File: config.mk
export PLATFORM = sky130hd
export DESIGN_NAME = alu_share_ctrl_flat
export DESIGN_NICKNAME = d
export VERILOG_FILES = /design/src/rtl/alu_pkg.sv /design/src/rtl/alu_share_ctrl_if.sv /design/src/rtl/alu_share_ctrl_arb2.sv /design/src/rtl/alu_share_ctrl.sv /design/src/flat_wrapper.sv
export SDC_FILE = /design/constraint.sdc
export NUM_CORES = 1
export LEC_CHECK = 0
export ABC_AREA = 1
export ABC_CLOCK_PERIOD_IN_PS = 1200
export CAP_MARGIN = 20
export CORE_MARGIN = 10
export CORE_UTILIZATION = 35
export DETAILED_ROUTE_END_ITERATION = 6
export PLACE_DENSITY = 0.77
export SYNTH_ARGS = -nofsm -noshare
export SYNTH_HDL_FRONTEND = slang
export SYNTH_SLANG_ARGS = --single-unit
File: constraint.sdc
create_clock -name clk -period 1.2 [get_ports clk]
set_input_delay 0.24 -clock clk [delete_from_list [all_inputs] [get_ports clk]]
set_output_delay 0.24 -clock clk [all_outputs]
set_load 0.01 [all_outputs]
File: src/rtl/alu_pkg.sv
// Shared ALU definitions: opcode constants and the sharing controller's state encoding.
package alu_pkg;

    localparam logic [2:0] ALU_AND = 3'b000;
    localparam logic [2:0] ALU_OR  = 3'b001;
    localparam logic [2:0] ALU_XOR = 3'b010;
    localparam logic [2:0] ALU_NOR = 3'b011;
    localparam logic [2:0] ALU_ADD = 3'b100;
    localparam logic [2:0] ALU_SUB = 3'b101;
    localparam logic [2:0] ALU_SLT = 3'b110;
    localparam logic [2:0] ALU_SLL = 3'b111;

    typedef enum logic [1:0] {
        ST_IDLE = 2'd0,
        ST_EXEC = 2'd1,
        ST_RESP = 2'd2
    } state_t;

endpackage

File: src/rtl/alu_share_ctrl_if.sv
// Requester-side bundle of the ALU sharing controller: two request ports, two response ports, shared result.
interface alu_share_ctrl_if #(parameter int SIZE = 32);

    logic            req0_valid;
    logic            req0_ready;
    logic [2:0]      req0_op;
    logic [SIZE-1:0] req0_a;
    logic [SIZE-1:0] req0_b;
    logic            req1_valid;
    logic            req1_ready;
    logic [2:0]      req1_op;
    logic [SIZE-1:0] req1_a;
    logic [SIZE-1:0] req1_b;
    logic            rsp0_valid;
    logic            rsp0_ready;
    logic            rsp1_valid;
    logic            rsp1_ready;
    logic [SIZE-1:0] rsp_f;
    logic            rsp_c;
    logic            rsp_zero;

    modport master (
        output req0_valid, req0_op, req0_a, req0_b,
        output req1_valid, req1_op, req1_a, req1_b,
        output rsp0_ready, rsp1_ready,
        input  req0_ready, req1_ready,
        input  rsp0_valid, rsp1_valid, rsp_f, rsp_c, rsp_zero
    );

    modport slave (
        input  req0_valid, req0_op, req0_a, req0_b,
        input  req1_valid, req1_op, req1_a, req1_b,
        input  rsp0_ready, rsp1_ready,
        output req0_ready, req1_ready,
        output rsp0_valid, rsp1_valid, rsp_f, rsp_c, rsp_zero
    );

endinterface

File: src/rtl/alu_share_ctrl_arb2.sv
// Two-way round-robin grant, purely combinational; prio names the port that wins a tie.
module alu_rr_arb2 (
    input  logic [1:0] req,
    input  logic       prio,
    input  logic       en,
    output logic [1:0] gnt
);

    always_comb begin
        gnt = 2'b00;
        if (en) begin
            case (req)
                2'b01:   gnt = 2'b01;
                2'b10:   gnt = 2'b10;
                2'b11:   gnt = prio ? 2'b10 : 2'b01;
                default: gnt = 2'b00;
            endcase
        end
    end

endmodule

File: src/rtl/alu_share_ctrl.sv
// Shares one combinational ALU between two requesters; one op in flight, response 2 cycles after grant,
// held (frozen) until the owner takes it; requests see ready low while an op is in flight.
module alu_share_ctrl
    import alu_pkg::*;
#(
    parameter int SIZE = 32
) (
    input  logic            clk,
    input  logic            rst,
    alu_share_ctrl_if.slave bus,
    output logic [2:0]      alu_op,
    output logic [SIZE-1:0] alu_a,
    output logic [SIZE-1:0] alu_b,
    input  logic [SIZE-1:0] alu_f,
    input  logic            alu_c,
    input  logic            alu_zero
);

    state_t          state;
    state_t          state_nxt;
    logic            prio;
    logic            owner;
    logic [2:0]      op_q;
    logic [SIZE-1:0] a_q;
    logic [SIZE-1:0] b_q;
    logic [SIZE-1:0] f_q;
    logic            c_q;
    logic            z_q;
    logic [1:0]      rsp_vld_q;
    logic [1:0]      gnt;
    logic            arb_en;
    logic            accept;
    logic            rsp_done;

    // Ready is masked during reset so nothing is accepted in the reset cycle.
    assign arb_en = (state == ST_IDLE) && !rst;

    alu_rr_arb2 u_arb (
        .req  ({bus.req1_valid, bus.req0_valid}),
        .prio (prio),
        .en   (arb_en),
        .gnt  (gnt)
    );

    assign bus.req0_ready = gnt[0];
    assign bus.req1_ready = gnt[1];
    assign accept         = |gnt;
    assign rsp_done       = owner ? bus.rsp1_ready : bus.rsp0_ready;

    always_comb begin
        state_nxt = state;
        case (state)
            ST_IDLE: if (accept) state_nxt = ST_EXEC;
            ST_EXEC: state_nxt = ST_RESP;
            ST_RESP: if (rsp_done) state_nxt = ST_IDLE;
            default: state_nxt = ST_IDLE;
        endcase
    end

    always_ff @(posedge clk) begin
        if (rst) begin
            state     <= ST_IDLE;
            prio      <= 1'b0;
            owner     <= 1'b0;
            op_q      <= ALU_AND;
            a_q       <= '0;
            b_q       <= '0;
            f_q       <= '0;
            c_q       <= 1'b0;
            z_q       <= 1'b0;
            rsp_vld_q <= 2'b00;
        end else begin
            state     <= state_nxt;
            // owner is already settled by the time RESP can be entered
            rsp_vld_q <= {owner, ~owner} & {2{state_nxt == ST_RESP}};
            if (accept) begin
                owner <= gnt[1];
                prio  <= gnt[0];
                op_q  <= gnt[1] ? bus.req1_op : bus.req0_op;
                a_q   <= gnt[1] ? bus.req1_a  : bus.req0_a;
                b_q   <= gnt[1] ? bus.req1_b  : bus.req0_b;
            end
            if (state == ST_EXEC) begin
                f_q <= alu_f;
                c_q <= alu_c;
                z_q <= alu_zero;
            end
        end
    end

    assign alu_op = op_q;
    assign alu_a  = a_q;
    assign alu_b  = b_q;

    assign bus.rsp0_valid = rsp_vld_q[0];
    assign bus.rsp1_valid = rsp_vld_q[1];
    assign bus.rsp_f      = f_q;
    assign bus.rsp_c      = c_q;
    assign bus.rsp_zero   = z_q;

endmodule

File: src/flat_wrapper.sv
// flat-port wrapper written by rule: the top's interface ports become plain ports
module alu_share_ctrl_flat import alu_pkg::*;
#(
    parameter int SIZE = 32
)
  (clk, rst, alu_op, alu_a, alu_b, alu_f, alu_c, alu_zero, bus_req0_valid, bus_req0_op, bus_req0_a, bus_req0_b, bus_req1_valid, bus_req1_op, bus_req1_a, bus_req1_b, bus_rsp0_ready, bus_rsp1_ready, bus_req0_ready, bus_req1_ready, bus_rsp0_valid, bus_rsp1_valid, bus_rsp_f, bus_rsp_c, bus_rsp_zero);
  alu_share_ctrl_if #(.SIZE(SIZE)) bus_i ();
  input  logic clk;
  input  logic rst;
  output logic [2:0] alu_op;
  output logic [SIZE-1:0] alu_a;
  output logic [SIZE-1:0] alu_b;
  input  logic [SIZE-1:0] alu_f;
  input  logic alu_c;
  input  logic alu_zero;
  input wire logic [$bits(bus_i.req0_valid)-1:0] bus_req0_valid;
  input wire logic [$bits(bus_i.req0_op)-1:0] bus_req0_op;
  input wire logic [$bits(bus_i.req0_a)-1:0] bus_req0_a;
  input wire logic [$bits(bus_i.req0_b)-1:0] bus_req0_b;
  input wire logic [$bits(bus_i.req1_valid)-1:0] bus_req1_valid;
  input wire logic [$bits(bus_i.req1_op)-1:0] bus_req1_op;
  input wire logic [$bits(bus_i.req1_a)-1:0] bus_req1_a;
  input wire logic [$bits(bus_i.req1_b)-1:0] bus_req1_b;
  input wire logic [$bits(bus_i.rsp0_ready)-1:0] bus_rsp0_ready;
  input wire logic [$bits(bus_i.rsp1_ready)-1:0] bus_rsp1_ready;
  output wire logic [$bits(bus_i.req0_ready)-1:0] bus_req0_ready;
  output wire logic [$bits(bus_i.req1_ready)-1:0] bus_req1_ready;
  output wire logic [$bits(bus_i.rsp0_valid)-1:0] bus_rsp0_valid;
  output wire logic [$bits(bus_i.rsp1_valid)-1:0] bus_rsp1_valid;
  output wire logic [$bits(bus_i.rsp_f)-1:0] bus_rsp_f;
  output wire logic [$bits(bus_i.rsp_c)-1:0] bus_rsp_c;
  output wire logic [$bits(bus_i.rsp_zero)-1:0] bus_rsp_zero;
  assign bus_i.req0_valid = bus_req0_valid;
  assign bus_i.req0_op = bus_req0_op;
  assign bus_i.req0_a = bus_req0_a;
  assign bus_i.req0_b = bus_req0_b;
  assign bus_i.req1_valid = bus_req1_valid;
  assign bus_i.req1_op = bus_req1_op;
  assign bus_i.req1_a = bus_req1_a;
  assign bus_i.req1_b = bus_req1_b;
  assign bus_i.rsp0_ready = bus_rsp0_ready;
  assign bus_i.rsp1_ready = bus_rsp1_ready;
  assign bus_req0_ready = bus_i.req0_ready;
  assign bus_req1_ready = bus_i.req1_ready;
  assign bus_rsp0_valid = bus_i.rsp0_valid;
  assign bus_rsp1_valid = bus_i.rsp1_valid;
  assign bus_rsp_f = bus_i.rsp_f;
  assign bus_rsp_c = bus_i.rsp_c;
  assign bus_rsp_zero = bus_i.rsp_zero;
  alu_share_ctrl #(.SIZE(SIZE)) u_core (.clk(clk), .rst(rst), .bus(bus_i), .alu_op(alu_op), .alu_a(alu_a), .alu_b(alu_b), .alu_f(alu_f), .alu_c(alu_c), .alu_zero(alu_zero));
endmodule
==> impl_metrics.json <==
{
  "cp_cell_sequence": "clkdlybuf4s50_1 > inv_2 > nor2_4 > nand2_2 > inv_2 > buf_6",
  "htreeDepth": 3,
  "cts.clk_slew.worst_paths_ns": 0.07,
  "dp_cells": 1198,
  "endpoint_kind": "output port",
  "die_h_um": 139,
  "cts-buffers-inserted": 9,
  "reg2reg_depth": 9,
  "power.share.combinational_pct": 31.5,
  "top_layer_used": "met4",
  "grt_pass1_wl_mm": 29.8,
  "max-vdd-ir-drop_uv": 645,
  "path_max_fanout": 4,
  "layoutNonFillerInstCount": 1234,
  "failed_checks": "setup timing",
  "drive_gt1_share_pct": 24.6,
  "path_depth": 6,
  "rr_endpoint": "u_core.alu_b[21]",
  "routed_via_density": 4.74,
  "drc": 0,
  "synth_seq_area_share_pct": 43.0,
  "yosysUniqueCellTypes": 20,
  "grt_overflow": 0,
  "drv_slew": 0,
  "finalClockSkew_ns": 0.00582,
  "grt_usage_pct": 18.8,
  "area_delta_synth_final_pct": 80.6,
  "slowest_stage": "clkdlybuf4s50_1",
  "cts.path.max_buffers": 2,
  "first_iter_violations": 288,
  "ant_nets": 0,
  "seq_power_share_pct": 39.3,
  "fp.coreArea_um2": 13900,
  "fin_crit_sh_pct": 123,
  "die_area_um2": 19400,
  "start_kind": "input pin",
  "r2r_setup_slack_ns": -0.26,
  "gp_congestion": 0.823,
  "firstDrtPassIters": 4,
  "synthArstFlopShare_pct": 0,
  "cpMostUsedCell": "inv_2",
  "die_w_um": 139,
  "antenna_found_initial": 0,
  "ctsRootBufferMaster": "clkbuf_16",
  "cts_sinks": 107,
  "io_buffers": 278,
  "synth_area_um2": 4980,
  "place.detailed.hpwl_mm": 13.8,
  "worstSetupEndpoint": "bus_req1_ready",
  "via_count": 5850,
  "cp.required_ns": 0.96,
  "synth_nets": 936,
  "drt-met1-wl_mm": 8.44,
  "rows": 43,
  "tightest_slew_ns": 0.633,
  "grt_pass1_vias": 5509,
  "cts_hold_buf": 0,
  "initial_core_util_pct": 35.8,
  "max_freq_ghz": 0.679,
  "fin_crit_ns": 1.47,
  "cp.arrival_ns": 1.23,
  "synthCells": 762,
  "rsz0062_at_grt": "yes",
  "setup_viol": 72,
  "netlist_top_cells_count": "nand2_1, inv_1, nand3_1",
  "cp_num_buf_inv": 4,
  "crit_type": "input pin to output port",
  "synth_most_common_cell": "nand2_1",
  "synthFlopType": "dfxtp_1",
  "ys_ff_latch": 107,
  "hold_class": "input pin to flip-flop",
  "netlist_top_cells_area": "dfxtp_1, nand3_1, nand2_1",
  "synth_edf_count": 0,
  "power_frac_clock_pct": 29.2,
  "nets": 1223,
  "p_leak_nw": 4.16,
  "r2r_start": "u_core.state[1]",
  "relSlewSlack_pct": 57.8,
  "power.switching_mw": 3.12,
  "ios": 279,
  "wl_per_cell_um": 17.5,
  "diodes": 0,
  "crit_start": "bus_req1_valid",
  "critPathMaxStageDelay_ns": 0.52,
  "cts_tree": "built",
  "nFillCells": 1240,
  "grt_max_degree": 51,
  "wirelength_mm": 21.5,
  "utilization_pct": 64.6,
  "wl_met2_mm": 10.9,
  "maxCapViolations": 0,
  "status": "finished with violations",
  "fin_ws_ns": -0.273,
  "powerDensity_nw_per_um2": 1160,
  "synth_top_area_share_pct": 43.0,
  "min_from": "rst",
  "avgSynthCellArea_um2": 6.54,
  "p_sw_share_pct": 29.9,
  "hold_viol": 0,
  "met3_wirelength_mm": 1.72,
  "synth_top_area_cell": "dfxtp_1",
  "clock_latency_ns": 0.34,
  "yosys_warnings": 0,
  "path_delay_family": "buffers and inverters",
  "intPower_mw": 7.31
}
kinds of logic after synthesis:
kind of cell	after synthesis	share of synthesized area [%]
AND/OR/NAND/NOR	354	30.3
flip-flops	107	43.0
buffers and inverters	195	15.9
AO/OA/AOI/OAI	106	10.8
how the worst min path moves through the flow:
stage,cells after the start,endpoint,slack (ns)
2_1_floorplan,2,u_core.bus.rsp_c,0.41
3_3_place_gp,2,u_core.bus.rsp_zero,0.46
3_5_place_dp,2,u_core.bus.rsp_f[11],0.47
4_1_cts,3,u_core.state[1],0.28
5_1_grt,3,u_core.state[1],0.30
6_report,3,u_core.state[1],0.29
worst min-delay path: stages:
cell	delay (ns)
buf_2	0.16
buf_4	0.15
nor2_1	0.05
flip-flops by register name (all words and copies together), names as in the netlist:
signal and cells:
u_core.alu_a 32, u_core.alu_b 32, u_core.alu_op 3, u_core.bus.rsp_c 1
u_core.bus.rsp_f 32, u_core.bus.rsp_zero 1, u_core.owner 1, u_core.prio 1
u_core.rsp_vld_q 2, u_core.state 2
per-layer routing:
metal,global-route usage (%),vias up
met5,0,-
met4,6.92,0
met3,5.99,27
met2,32.6,202
met1,21.0,2685
li1,-,2936
final cells by class:
class	count	area [µm²]	area share, %
Clock inverter	3	46.3	0.514
Inverter	143	547	6.08
Tap cell	180	225	2.50
Multi-Input combinational cell	460	2520	28.0
Clock buffer	13	260	2.89
Sequential cell	107	2150	23.9
Timing Repair Buffer	328	3260	36.2
placed cells by master (no fill, tap or decap), types with 3 or more instances in the layout:
master / instances
o21ai_0: 17
nor2_4: 3
buf_12: 9
clkdlybuf4s15_2: 14
a21oi_2: 20
o21ai_1: 17
clkbuf_16: 18
buf_6: 10
clkbuf_2: 56
buf_2: 13
a21oi_1: 47
inv_2: 7
clkdlybuf4s50_1: 172
buf_4: 17
nand2_2: 11
clkdlybuf4s15_1: 22
dfxtp_1: 102
nand3_1: 85
nand2_1: 129
buf_16: 6
dfxtp_2: 5
nor2_2: 8
nand3_4: 5
inv_1: 134
nor2_1: 65
nand3_2: 44
power groups by stage:
stage               registers [mW]  logic [mW]  clock network, mW
floorplan                     4.33        1.09                  0
global placement              4.15        2.90                  0
detailed placement            4.17        2.93                  0
CTS                           4.09        2.97               3.11
global route                  4.14        3.54               3.22
finish                        4.10        3.28               3.05
per-stage QoR:
step | power (mW) | hold slack [ns] | instance area, µm² | setup slack (ns) | TNS, ns
after floorplan | 5.42 | 0.407 | 5020 | -0.0115 | -0.342
after global placement | 7.05 | 0.461 | 8080 | -0.684 | -39.89
after detailed placement | 7.09 | 0.470 | 8080 | -0.696 | -39.45
after CTS | 10.2 | 0.278 | 8630 | -0.269 | -15.81
after global routing | 10.9 | 0.298 | 9000 | -0.325 | -20.70
final | 10.4 | 0.290 | 9000 | -0.273 | -15.21
what timing repair did:
item                                    CTS  global route
setup buffers                             3             1
endpoints found under the setup margin  211           172
pin swaps                                 2            45
resized for setup                       260           194
gates cloned                              4            12
Note: power is estimated with default switching activity, not from simulation.
